### config.mk
export PLATFORM = sky130hd
export DESIGN_NAME = hp_vpu_lut_loader
export DESIGN_NICKNAME = d
export VERILOG_FILES = /design/src/rtl/hp_vpu_lut_loader.sv
export SDC_FILE = /design/constraint.sdc
export NUM_CORES = 1
export LEC_CHECK = 0
export ABC_CLOCK_PERIOD_IN_PS = 2200
export BUFFER_PORTS_ARGS = -buffer_cell sky130_fd_sc_hd__buf_4
export CORE_ASPECT_RATIO = 1.5
export CORE_MARGIN = 4
export CORE_UTILIZATION = 44
export DETAILED_ROUTE_END_ITERATION = 12
export PLACE_DENSITY = 0.75
export SLEW_MARGIN = 0
export SYNTH_ARGS = -nofsm -noshare
export SYNTH_HDL_FRONTEND = slang
export SYNTH_SLANG_ARGS = --single-unit
### constraint.sdc
create_clock -name clk_i -period 2.2 [get_ports clk_i]
set_clock_uncertainty 0.2 [all_clocks]
set_input_delay 0.44 -clock clk_i [delete_from_list [all_inputs] [get_ports clk_i]]
set_output_delay 0.44 -clock clk_i [all_outputs]
set_load 0.005 [all_outputs]
### src/rtl/hp_vpu_lut_loader.sv
// Runtime writer for the VPU nonlinear-function LUT RAM: start command + word stream -> registered RAM writes.
// Optional feature: define LUT_LOAD_CHECKSUM_EN to require a trailing mod-2^16 checksum word per load.
module hp_vpu_lut_loader #(
    parameter int DATA_W = 16,
    parameter int IDX_W  = 8,
    parameter int SEL_W  = 2
) (
    input  logic                   clk_i,
    input  logic                   rst_i,
    input  logic                   start_i,
    input  logic [SEL_W-1:0]       func_sel_i,
    input  logic [IDX_W-1:0]       base_idx_i,
    input  logic [IDX_W:0]         count_i,
    input  logic                   abort_i,
    input  logic                   data_valid_i,
    input  logic [DATA_W-1:0]      data_i,
    output logic                   data_ready_o,
    output logic                   lut_we_o,
    output logic [SEL_W+IDX_W-1:0] lut_waddr_o,
    output logic [DATA_W-1:0]      lut_wdata_o,
    output logic                   busy_o,
    output logic                   done_o,
    output logic                   err_o
);
    localparam logic [IDX_W:0] MAX_CNT  = {1'b1, {IDX_W{1'b0}}};
    localparam logic [IDX_W:0] LAST_CNT = {{IDX_W{1'b0}}, 1'b1};

`ifdef LUT_LOAD_CHECKSUM_EN
    typedef enum logic [1:0] {IDLE, LOAD, CHECK, DONE} state_t;
    logic [DATA_W-1:0] sum;
`else
    typedef enum logic [1:0] {IDLE, LOAD, DONE} state_t;
`endif

    state_t           state;
    logic [SEL_W-1:0] bank;
    logic [IDX_W-1:0] idx;
    logic [IDX_W:0]   remaining;
    logic             xfer;
    logic             cnt_ok;

    assign xfer   = data_valid_i && data_ready_o;
    assign cnt_ok = (count_i != '0) && (count_i <= MAX_CNT);

    always_ff @(posedge clk_i) begin
        if (rst_i) begin
            state        <= IDLE;
            bank         <= '0;
            idx          <= '0;
            remaining    <= '0;
            data_ready_o <= 1'b0;
            lut_we_o     <= 1'b0;
            lut_waddr_o  <= '0;
            lut_wdata_o  <= '0;
            busy_o       <= 1'b0;
            done_o       <= 1'b0;
            err_o        <= 1'b0;
`ifdef LUT_LOAD_CHECKSUM_EN
            sum          <= '0;
`endif
        end else begin
            lut_we_o <= 1'b0;
            // The pulse trails the DONE state by a cycle so it lands after the final write.
            done_o   <= (state == DONE);

            // A data transfer is always committed, even when abort_i arrives with it.
            if (xfer && state == LOAD) begin
                lut_we_o    <= 1'b1;
                lut_waddr_o <= {bank, idx};
                lut_wdata_o <= data_i;
                idx         <= idx + 1'b1;
                remaining   <= remaining - 1'b1;
`ifdef LUT_LOAD_CHECKSUM_EN
                sum         <= sum + data_i;
`endif
            end

            case (state)
                IDLE: begin
                    if (start_i) begin
                        if (cnt_ok) begin
                            bank         <= func_sel_i;
                            idx          <= base_idx_i;
                            remaining    <= count_i;
                            err_o        <= 1'b0;
                            data_ready_o <= 1'b1;
                            busy_o       <= 1'b1;
                            state        <= LOAD;
`ifdef LUT_LOAD_CHECKSUM_EN
                            sum          <= '0;
`endif
                        end else begin
                            err_o <= 1'b1;
                        end
                    end
                end
                LOAD: begin
                    if (abort_i) begin
                        err_o        <= 1'b1;
                        data_ready_o <= 1'b0;
                        busy_o       <= 1'b0;
                        state        <= IDLE;
                    end else if (xfer && remaining == LAST_CNT) begin
`ifdef LUT_LOAD_CHECKSUM_EN
                        state        <= CHECK;
`else
                        // busy stays up through DONE while the last write issues.
                        data_ready_o <= 1'b0;
                        state        <= DONE;
`endif
                    end
                end
`ifdef LUT_LOAD_CHECKSUM_EN
                CHECK: begin
                    if (abort_i) begin
                        err_o        <= 1'b1;
                        data_ready_o <= 1'b0;
                        busy_o       <= 1'b0;
                        state        <= IDLE;
                    end else if (xfer) begin
                        if (data_i != sum) err_o <= 1'b1;
                        data_ready_o <= 1'b0;
                        busy_o       <= 1'b0;
                        state        <= DONE;
                    end
                end
`endif
                DONE: begin
                    busy_o <= 1'b0;
                    state  <= IDLE;
                end
                default: begin
                    data_ready_o <= 1'b0;
                    busy_o       <= 1'b0;
                    state        <= IDLE;
                end
            endcase
        end
    end

endmodule

Word-level counts from Yosys, hierarchy flattened
Index checks and enable logic that the tools add are counted.
W data, S select, Z words.
{ "totals": {"reg_bits": 52, "out_inout_bits": 31} }
{ "classes": {"reduce_logical": 12, "n_eq_ne": 7, "n_lt_le_gt_ge": 1, "bitwise": 1, "muxes": 25, "addsub": 2} }
{ "ops": {"columns": ["op", "n"], "rows": [
  ["$mux W9", 4],
  ["$mux W8", 4],
  ["$reduce_and A3 Y1", 4],
  ["$eq A9 B1 Y1 const B", 1],
  ["$le A9 B9 Y1 const B", 1],
  ["$mux W1", 9],
  ["$reduce_bool A9 Y1", 1],
  ["$sub A9 B1 Y9 const B", 1],
  ["$add A8 B1 Y8 const B", 1],
  ["$mux W2", 4],
  ["$ne A2 B2 Y1 const B", 3],
  ["$logic_and A1 B1 Y1", 4],
  ["$pmux W1 S2", 2],
  ["$pmux W2 S2", 1],
  ["$reduce_and A4 Y1", 1],
  ["$ne A3 B2 Y1 const B", 1],
  ["$pmux W1 S3", 1],
  ["$eq A2 B1 Y1 const B", 1],
  ["$eq A2 B2 Y1 const B", 1],
  ["$logic_not A2 Y1", 1],
  ["$reduce_bool A2 Y1", 1],
  ["$not A1 Y1", 1]
]} }

Longest topological paths before layout
Gate-level depths: netlist (run 1).
{ "depth": {"depth_word": 6, "ltp_mapped": 6, "depth_no_buf": 6} }

Worst setup path before layout (run 1)
Ideal clock, no wire load.
{ "synth_timing": {"path_kind": "input -> register", "from": "in count_i[4]", "to": "reg idx[3]", "path_buffers": 1, "required_time_ns": 1.920, "t_arrival_ns": 1.639, "cell_stages": 5, "setup_slack_ns": 0.280, "setup_time_ns": 0.080, "cell_sequence": "or4_4 -> o21ai_4 -> buf_8 -> a21oi_2 -> a211oi_2"} }
{ "synth_via": {"elab_chain_len": 5, "elab_cells_between_ends": 6, "classes_between": "1 x order compare; 3 x mux; 2 x reduce/logical"} }
{ "synth_lines": {"columns": ["element", "line_no", "text"], "rows": [
  ["start, declared", "13", "input logic [IDX_W:0] count_i,"],
  ["$le A9 B9 Y1 / $reduce_bool A9 Y1 (equally long branches)", "43", "assign cnt_ok = (count_i != '0) && (count_i <= MAX_CNT);"],
  ["$logic_and A1 B1 Y1 *", "43", null],
  ["$mux W8 *", "81", "if (cnt_ok) begin"],
  ["$mux W8 *", "80", "if (start_i) begin"],
  ["$mux W8 *", "78", "case (state)"],
  ["end signal, assigned", "71", "idx <= idx + 1'b1;"],
  ["end signal, assigned", "83", "idx <= base_idx_i;"],
  ["end, declared", "37", "logic [IDX_W-1:0] idx;"]
]} }
Mark *: on every way between the ends. The rest lies on a longest branch, timed or not.
A chain may end at the register's enable or synchronous reset.

Worst setup path after layout (run 1)
{ "layout_timing": {"from": "in count_i[0]", "to": "reg remaining[0]"} }
{ "layout_via": {"elab_chain_len": 5, "elab_cells_between_ends": 6, "classes_between": "1 x order compare; 3 x mux; 2 x reduce/logical"} }
{ "layout_lines": {"columns": ["element", "line_no", "text"], "rows": [
  ["$le A9 B9 Y1 / $reduce_bool A9 Y1 (equally long branches)", "43", null],
  ["$logic_and A1 B1 Y1", "43", null],
  ["$mux W9 *", "81", null],
  ["$mux W9 *", "80", null],
  ["$mux W9 *", "78", null],
  ["end signal, assigned", "72", "remaining <= remaining - 1'b1;"],
  ["end signal, assigned", "84", "remaining <= count_i;"],
  ["end, declared", "38", "logic [IDX_W:0] remaining;"]
]} }
Marks and branches as above.

==> results.py, run 1 <==
metrics = {
    "cts": {
        "clockBufferDepth": 2,
        "numCtsBuffers": 5,
        "cts_resized": 0,
        "clock_sinks": 52,
        "path_clk_slew_ps": 100,
        "cts_tree": "yes",
        "cts-root-buf": "clkbuf_8",
        "h-tree-depth": 2,
        "cts_setup_buffers": 0,
        "clock_latency_ps": 300,
        "cts_hold_buf": 0,
    },
    "critical_path": {
        "critPathKind": "primary input to flip-flop",
        "r2r-end": "remaining[6]",
        "end_kind": "flip-flop",
        "reg2regPathDepth": 4,
        "crit_required_ps": 2220,
        "arrival_ps": 1920,
        "reg2reg_from": "state[1]",
        "slowest_delay_ps": 420,
        "cp-start-kind": "primary input",
        "critPathTopFamily": "simple AND/OR/NAND/NOR gates",
        "timing.critical_path.buf_inv": 3,
        "worstPathCellList": "buf_4 -> nor4_1 -> buf_4 -> and4_1 -> nor2_1 -> buf_4 -> a311oi_1",
        "critPathMaxFanout": 13,
        "crit_top_cell": "buf_4",
        "r2r_setup_slack_ps": 320,
        "slowest_stage": "nor4_1",
    },
    "floorplan": {
        "fp-row-count": 32,
        "design.die.area_um2": 6590,
        "io_pins": 71,
        "fp.coreArea_um2": 5160,
        "die_height_um": 97.4,
        "die_w_um": 67.6,
        "start_util_pct": 45.4,
    },
    "power": {
        "power.total_uw": 1770,
        "ir_worst_vdd_mv": 0.361,
        "p_sw_uw": 451,
        "p_clk_share_pct": 30.3,
        "pwr-share-seq_pct": 56.8,
        "p_leak_uw": 0.00118,
        "combPwrFrac_pct": 13.0,
        "power_density_nw_per_um2": 576,
        "internal_power_uw": 1320,
        "swShare_pct": 25.4,
    },
    "logic_synthesis": {
        "synth_seq_area_share_pct": 44.4,
        "ys_seq_elements": 52,
        "synth-edff-count": 0,
        "syn_nets": 314,
        "syn_area_um2": 2350,
        "yosysUniqueCellTypes": 43,
        "netlist_instances": 271,
        "ys.flop_type": "dfxtp_1",
        "yosys_warnings": 0,
        "ys_async_sr_fraction_pct": 0,
        "syn_area_per_cell_um2": 8.66,
    },
    "placed_design": {
        "io_buffer_count": 70,
        "placed_area_um2": 2990,
        "dp_cells": 404,
        "place_ws_ps": -2.85,
        "dpl.hpwl_mm": 4.32,
        "gp_congestion": 0.811,
    },
    "global_routing": {
        "grt_pass1_wl_mm": 9.69,
        "grt_overflow": 0,
        "track_usage_pct": 18.5,
        "antenna_found_initial": 0,
        "grt_pass1_vias": 2142,
        "grt_max_degree": 40,
    },
    "flow_run": {
        "cap_violations": 0,
    },
    "timing": {
        "slew_viol_final": 0,
        "post-route-period-util_pct": 86.6,
        "fin_crit_ps": 1900,
        "timing.fmax_mhz": 525,
        "tightestPinTransition_ps": 417,
        "setup_ws_ps": 295,
        "rsz0062_at_grt": "false",
        "worst_slew_margin_rel_pct": 72.0,
        "final-setup-viol-count": 0,
        "hold_violations": 0,
    },
    "final_layout": {
        "layout_common_cells": "buf_4 (83), nand2_1 (63), dfxtp_1 (52)",
        "final_cells": 412,
        "fin_nets": 386,
        "layout-drive-gt1-share_pct": 32.3,
        "fin_util_pct": 59.6,
        "final_area_um2": 3080,
        "layout_commonest_cell": "buf_4",
        "antenna_cells": 0,
        "syn_to_final_growth_pct": 31.3,
    },
    "hold_path": {
        "min_from": "abort_i",
        "hold_path.class": "primary input to flip-flop",
        "hold_end": "state[1]",
        "worstHoldPathCells": 2,
    },
    "status": {
        "status": "complete, no violations",
    },
    "detailed_routing": {
        "drtIter0Drc": 157,
        "viasPerCell": 5.29,
        "firstDrtPassIters": 4,
        "vias": 2180,
        "wl_mm": 5.82,
        "drc": 0,
        "wire_per_inst_um": 14.1,
        "ant_nets": 0,
    },
}
[cell usage after synthesis (2+ instances only)]
| cell type | number | area (µm²) |
|---|---|---|
| a211oi_1 | 5 | 37.5 |
| a211oi_2 | 7 | 87.6 |
| a21boi_0 | 2 | 15.0 |
| a21oi_1 | 38 | 190 |
| a21oi_2 | 7 | 61.3 |
| a311oi_1 | 5 | 43.8 |
| and4b_1 | 2 | 20.0 |
| buf_1 | 3 | 11.3 |
| buf_2 | 5 | 25.0 |
| clkbuf_1 | 9 | 33.8 |
| dfxtp_1 | 52 | 1040 |
| ha_1 | 3 | 37.5 |
| inv_1 | 3 | 11.3 |
| nand2_1 | 63 | 236 |
| nand2b_1 | 2 | 12.5 |
| nand3_1 | 7 | 35.0 |
| nand4_1 | 6 | 37.5 |
| nand4b_1 | 2 | 17.5 |
| nor2_1 | 6 | 22.5 |
| nor3_1 | 4 | 20.0 |
| nor3b_1 | 2 | 15.0 |
| nor4_1 | 4 | 25.0 |
| o21ai_0 | 2 | 10.0 |
| o22ai_1 | 2 | 12.5 |
| or4_4 | 2 | 22.5 |
| xnor2_1 | 3 | 26.3 |
| xor2_1 | 9 | 78.8 |
[per-layer routing]
layer / wire length [µm] / GRT usage [%] / vias up
met1: 2360 / 22.7 / 1014
li1: - / - / 1100
met3: 300 / 3.59 / 11
met5: 0 / 0 / -
met2: 3020 / 31.1 / 55
met4: 131 / 6.72 / 0
[power groups by stage]
stage / Sequential (µW) / Clock, µW / Combinational, µW
4_1_cts: 1010 / 554 / 231
2_1_floorplan: 1020 / 0 / 120
6_report: 1010 / 537 / 230
3_5_place_dp: 1030 / 0 / 230
5_1_grt: 1010 / 602 / 252
3_3_place_gp: 1030 / 0 / 226
[worst max path at each step]
stage | startpoint | end | cells past startpoint
CTS | state[1] | remaining[6] | 4
detailed placement | count_i[0] | remaining[0] | 7
global route | state[1] | remaining[0] | 5
floorplan | count_i[4] | idx[3] | 5
finish | count_i[0] | remaining[0] | 7
global placement | count_i[0] | remaining[1] | 7
[sequential cells by signal, indices dropped and copies added, names as in the netlist, 2 cells and up]
register,count
lut_wdata_o,16
idx,8
lut_waddr_o,10
remaining,9
state,2
bank,2
[layout make-up]
| class | instances | area [µm²] |
|---|---|---|
| inverter | 3 | 11.3 |
| sequential | 52 | 1040 |
| clock inverter | 2 | 16.3 |
| clock buffer | 6 | 72.6 |
| multi-input combinational | 196 | 1190 |
| tap | 68 | 85.1 |
| fill | 487 | 2090 |
| timing repair buffer | 85 | 663 |
[per-stage QoR]
stage                     hold slack, ps  TNS, ps
final                                111        0
after global routing                 109        0
after CTS                            101        0
after detailed placement             249    -2.85
after global placement               243        0
after floorplan                      232        0
[cell families after synthesis]
family / synth area share (%)
and+or+nand+nor: 22.4
DFF: 44.4
buffers and inverters: 4.91
AOI/OAI and AO/OA: 22.2
xor gates and xnor gates: 4.48
adders and majority gates: 1.60
No activity file was read; power rests on OpenSTA's default activity.
==> run 2, diff against run 1 <==
--- a/config.mk
+++ b/config.mk
@@ -11,7 +11,7 @@
 export CORE_MARGIN = 4
 export CORE_UTILIZATION = 44
 export DETAILED_ROUTE_END_ITERATION = 12
-export PLACE_DENSITY = 0.75
+export PLACE_DENSITY = 0.7
 export SLEW_MARGIN = 0
 export SYNTH_ARGS = -nofsm -noshare
 export SYNTH_HDL_FRONTEND = slang
==> run 2 against run 1 <==
  * Setup slack lost 140 ps
  * Global-route usage decreased by 0.62 points
  * Die area did not move
  * Via count about the same
  * Largest power group unchanged
==> results.py, run 2 (same netlist as run 1, synthesis figures left out) <==
metrics = {
    "final_layout": {
        "largest_register": "lut_wdata_o",
        "antenna_cells": 0,
        "nFillCells": 498,
        "final_area_um2": 3070,
        "layout-drive-gt1-share_pct": 32.6,
        "syn_to_final_growth_pct": 30.9,
        "fin_nets": 386,
        "layout_common_cells": "buf_4 (84), nand2_1 (63), dfxtp_1 (52)",
        "layout_commonest_cell": "buf_4",
        "largest_reg_flops": 16,
        "reg.largest.list": "lut_wdata_o: 16 flops, lut_waddr_o: 10 flops, remaining: 9 flops",
    },
    "timing": {
        "fin_crit_ps": 2050,
        "worst_slew_margin_rel_pct": 69.0,
        "timing.fmax_mhz": 489,
        "final-setup-viol-count": 0,
        "post-route-period-util_pct": 93.0,
        "tightestPinTransition_ps": 465,
        "hold_violations": 0,
        "finalSetupTns_ps": 0,
        "rsz0062_at_grt": "false",
        "slew_viol_final": 0,
    },
    "power": {
        "p_clk_share_pct": 31.1,
        "p_leak_uw": 0.00118,
        "pwr-share-seq_pct": 56.5,
        "swShare_pct": 24.9,
        "combPwrFrac_pct": 12.4,
        "p_sw_uw": 445,
        "ir_worst_vdd_mv": 0.357,
        "internal_power_uw": 1340,
        "power_density_nw_per_um2": 582,
    },
    "status": {
        "status": "complete, no violations",
    },
    "detailed_routing": {
        "drtIter0Drc": 74,
        "vias": 2181,
        "wl_mm": 5.91,
        "viasPerCell": 5.29,
        "firstDrtPassIters": 4,
        "ant_nets": 0,
        "drc": 0,
        "wire_per_inst_um": 14.4,
    },
    "global_routing": {
        "antenna_found_initial": 0,
        "grtUsageMet3_pct": 3.13,
        "grt-busiest-layer": "met2",
        "grt_util_met2_pct": 32.1,
        "grt_pass1_wl_mm": 9.29,
        "gr-usage-met1_pct": 20.0,
        "grt_pass1_vias": 2105,
        "grt_overflow": 0,
        "track_usage_pct": 17.9,
        "grt_max_degree": 42,
    },
    "hold_path": {
        "hold_end": "state[1]",
        "worstHoldPathCells": 2,
        "min_from": "abort_i",
        "hold_path.class": "primary input to flip-flop",
    },
    "critical_path": {
        "reg2reg_from": "state[0]",
        "slowest_stage": "dfxtp_1",
        "r2r-end": "remaining[3]",
        "critPathKind": "flip-flop to flip-flop",
        "end_kind": "flip-flop",
        "crit_required_ps": 2170,
        "cp-start-kind": "flip-flop",
        "crit_start": "state[0]",
        "worstPathCellList": "nand4b_1 -> buf_4 -> o41ai_1 -> a311oi_1",
        "critPathMaxFanout": 10,
        "slowest_delay_ps": 570,
        "arrival_ps": 2010,
        "reg2regPathDepth": 4,
        "r2r_setup_slack_ps": 150,
    },
    "cts": {
        "cts-root-buf": "clkbuf_8",
        "cts_resized": 0,
        "clockBufferDepth": 2,
        "clock_sinks": 52,
        "clock_latency_ps": 300,
        "cts_setup_buffers": 0,
        "cts_hold_buf": 0,
        "h-tree-depth": 2,
        "path_clk_slew_ps": 90,
        "numCtsBuffers": 5,
        "cts_tree": "yes",
    },
    "placed_design": {
        "io_buffer_count": 70,
        "placed_area_um2": 2980,
        "gp_congestion": 0.793,
        "dpl.hpwl_mm": 4.28,
    },
    "flow_run": {
        "cap_violations": 0,
    },
    "floorplan": {
        "die_w_um": 67.6,
        "start_util_pct": 45.4,
        "io_pins": 71,
        "fp.coreArea_um2": 5160,
        "fp-row-count": 32,
        "die_height_um": 97.4,
        "design.die.area_um2": 6590,
    },
}
## run 2: changes by cell type in the layout (fill, tap and decap cells not counted), sizes merged
| cell | previous run | this run |
|---|---|---|
| clkinvlp | 1 | 0 |
| clkinv | 1 | 2 |
## run 2: stage by stage
step	util [%]	worst slack, ps	power, µW	hold WS (ps)	std cells
3_3_place_gp	57.7	157	1250	243	404
3_5_place_dp	57.7	56.7	1250	247	404
2_1_floorplan	-	280	1140	232	271
5_1_grt	59.4	48.1	1860	106	412
6_report	59.4	154	1790	109	412
4_1_cts	59.4	174	1800	104	412
## run 2: worst max-delay path, delay by kind of cell (launching register included)
family / cells / cell delay, ps
compound gates: 2 / 420
simple gates: 1 / 400
buf+inv: 1 / 310
flops: 1 / 570
## run 2: worst max-delay path by stage
stage | cells past startpoint | slack [ps] | endpoint
floorplan | 5 | 280 | idx[3]
global placement | 6 | 160 | remaining[1]
detailed placement | 6 | 60 | remaining[0]
CTS | 4 | 170 | remaining[3]
global route | 4 | 50 | remaining[3]
finish | 4 | 150 | remaining[3]
## run 2: layer usage
metal,wire (µm),vias to the layer above
met5,0,-
met4,82,0
met3,309,7
met2,3140,56
met1,2380,1021
li1,-,1097
## run 2: power groups by stage
stage	Combinational, µW	Clock (µW)	Sequential (µW)
floorplan	120	0	1020
global placement	218	0	1030
detailed placement	222	0	1030
CTS	222	571	1010
global route	241	604	1010
finish	222	555	1010
## run 2: area by class of cell
cell class	count	area, µm²	area share [%]
flip-flops and latches	52	1040	33.9
clock inverters	2	10.0	0.326
multi-input cells	196	1190	38.8
repair buffers	85	651	21.2
well taps	68	85.1	2.77
clock buffers	6	82.6	2.69
inverters	3	11.3	0.367
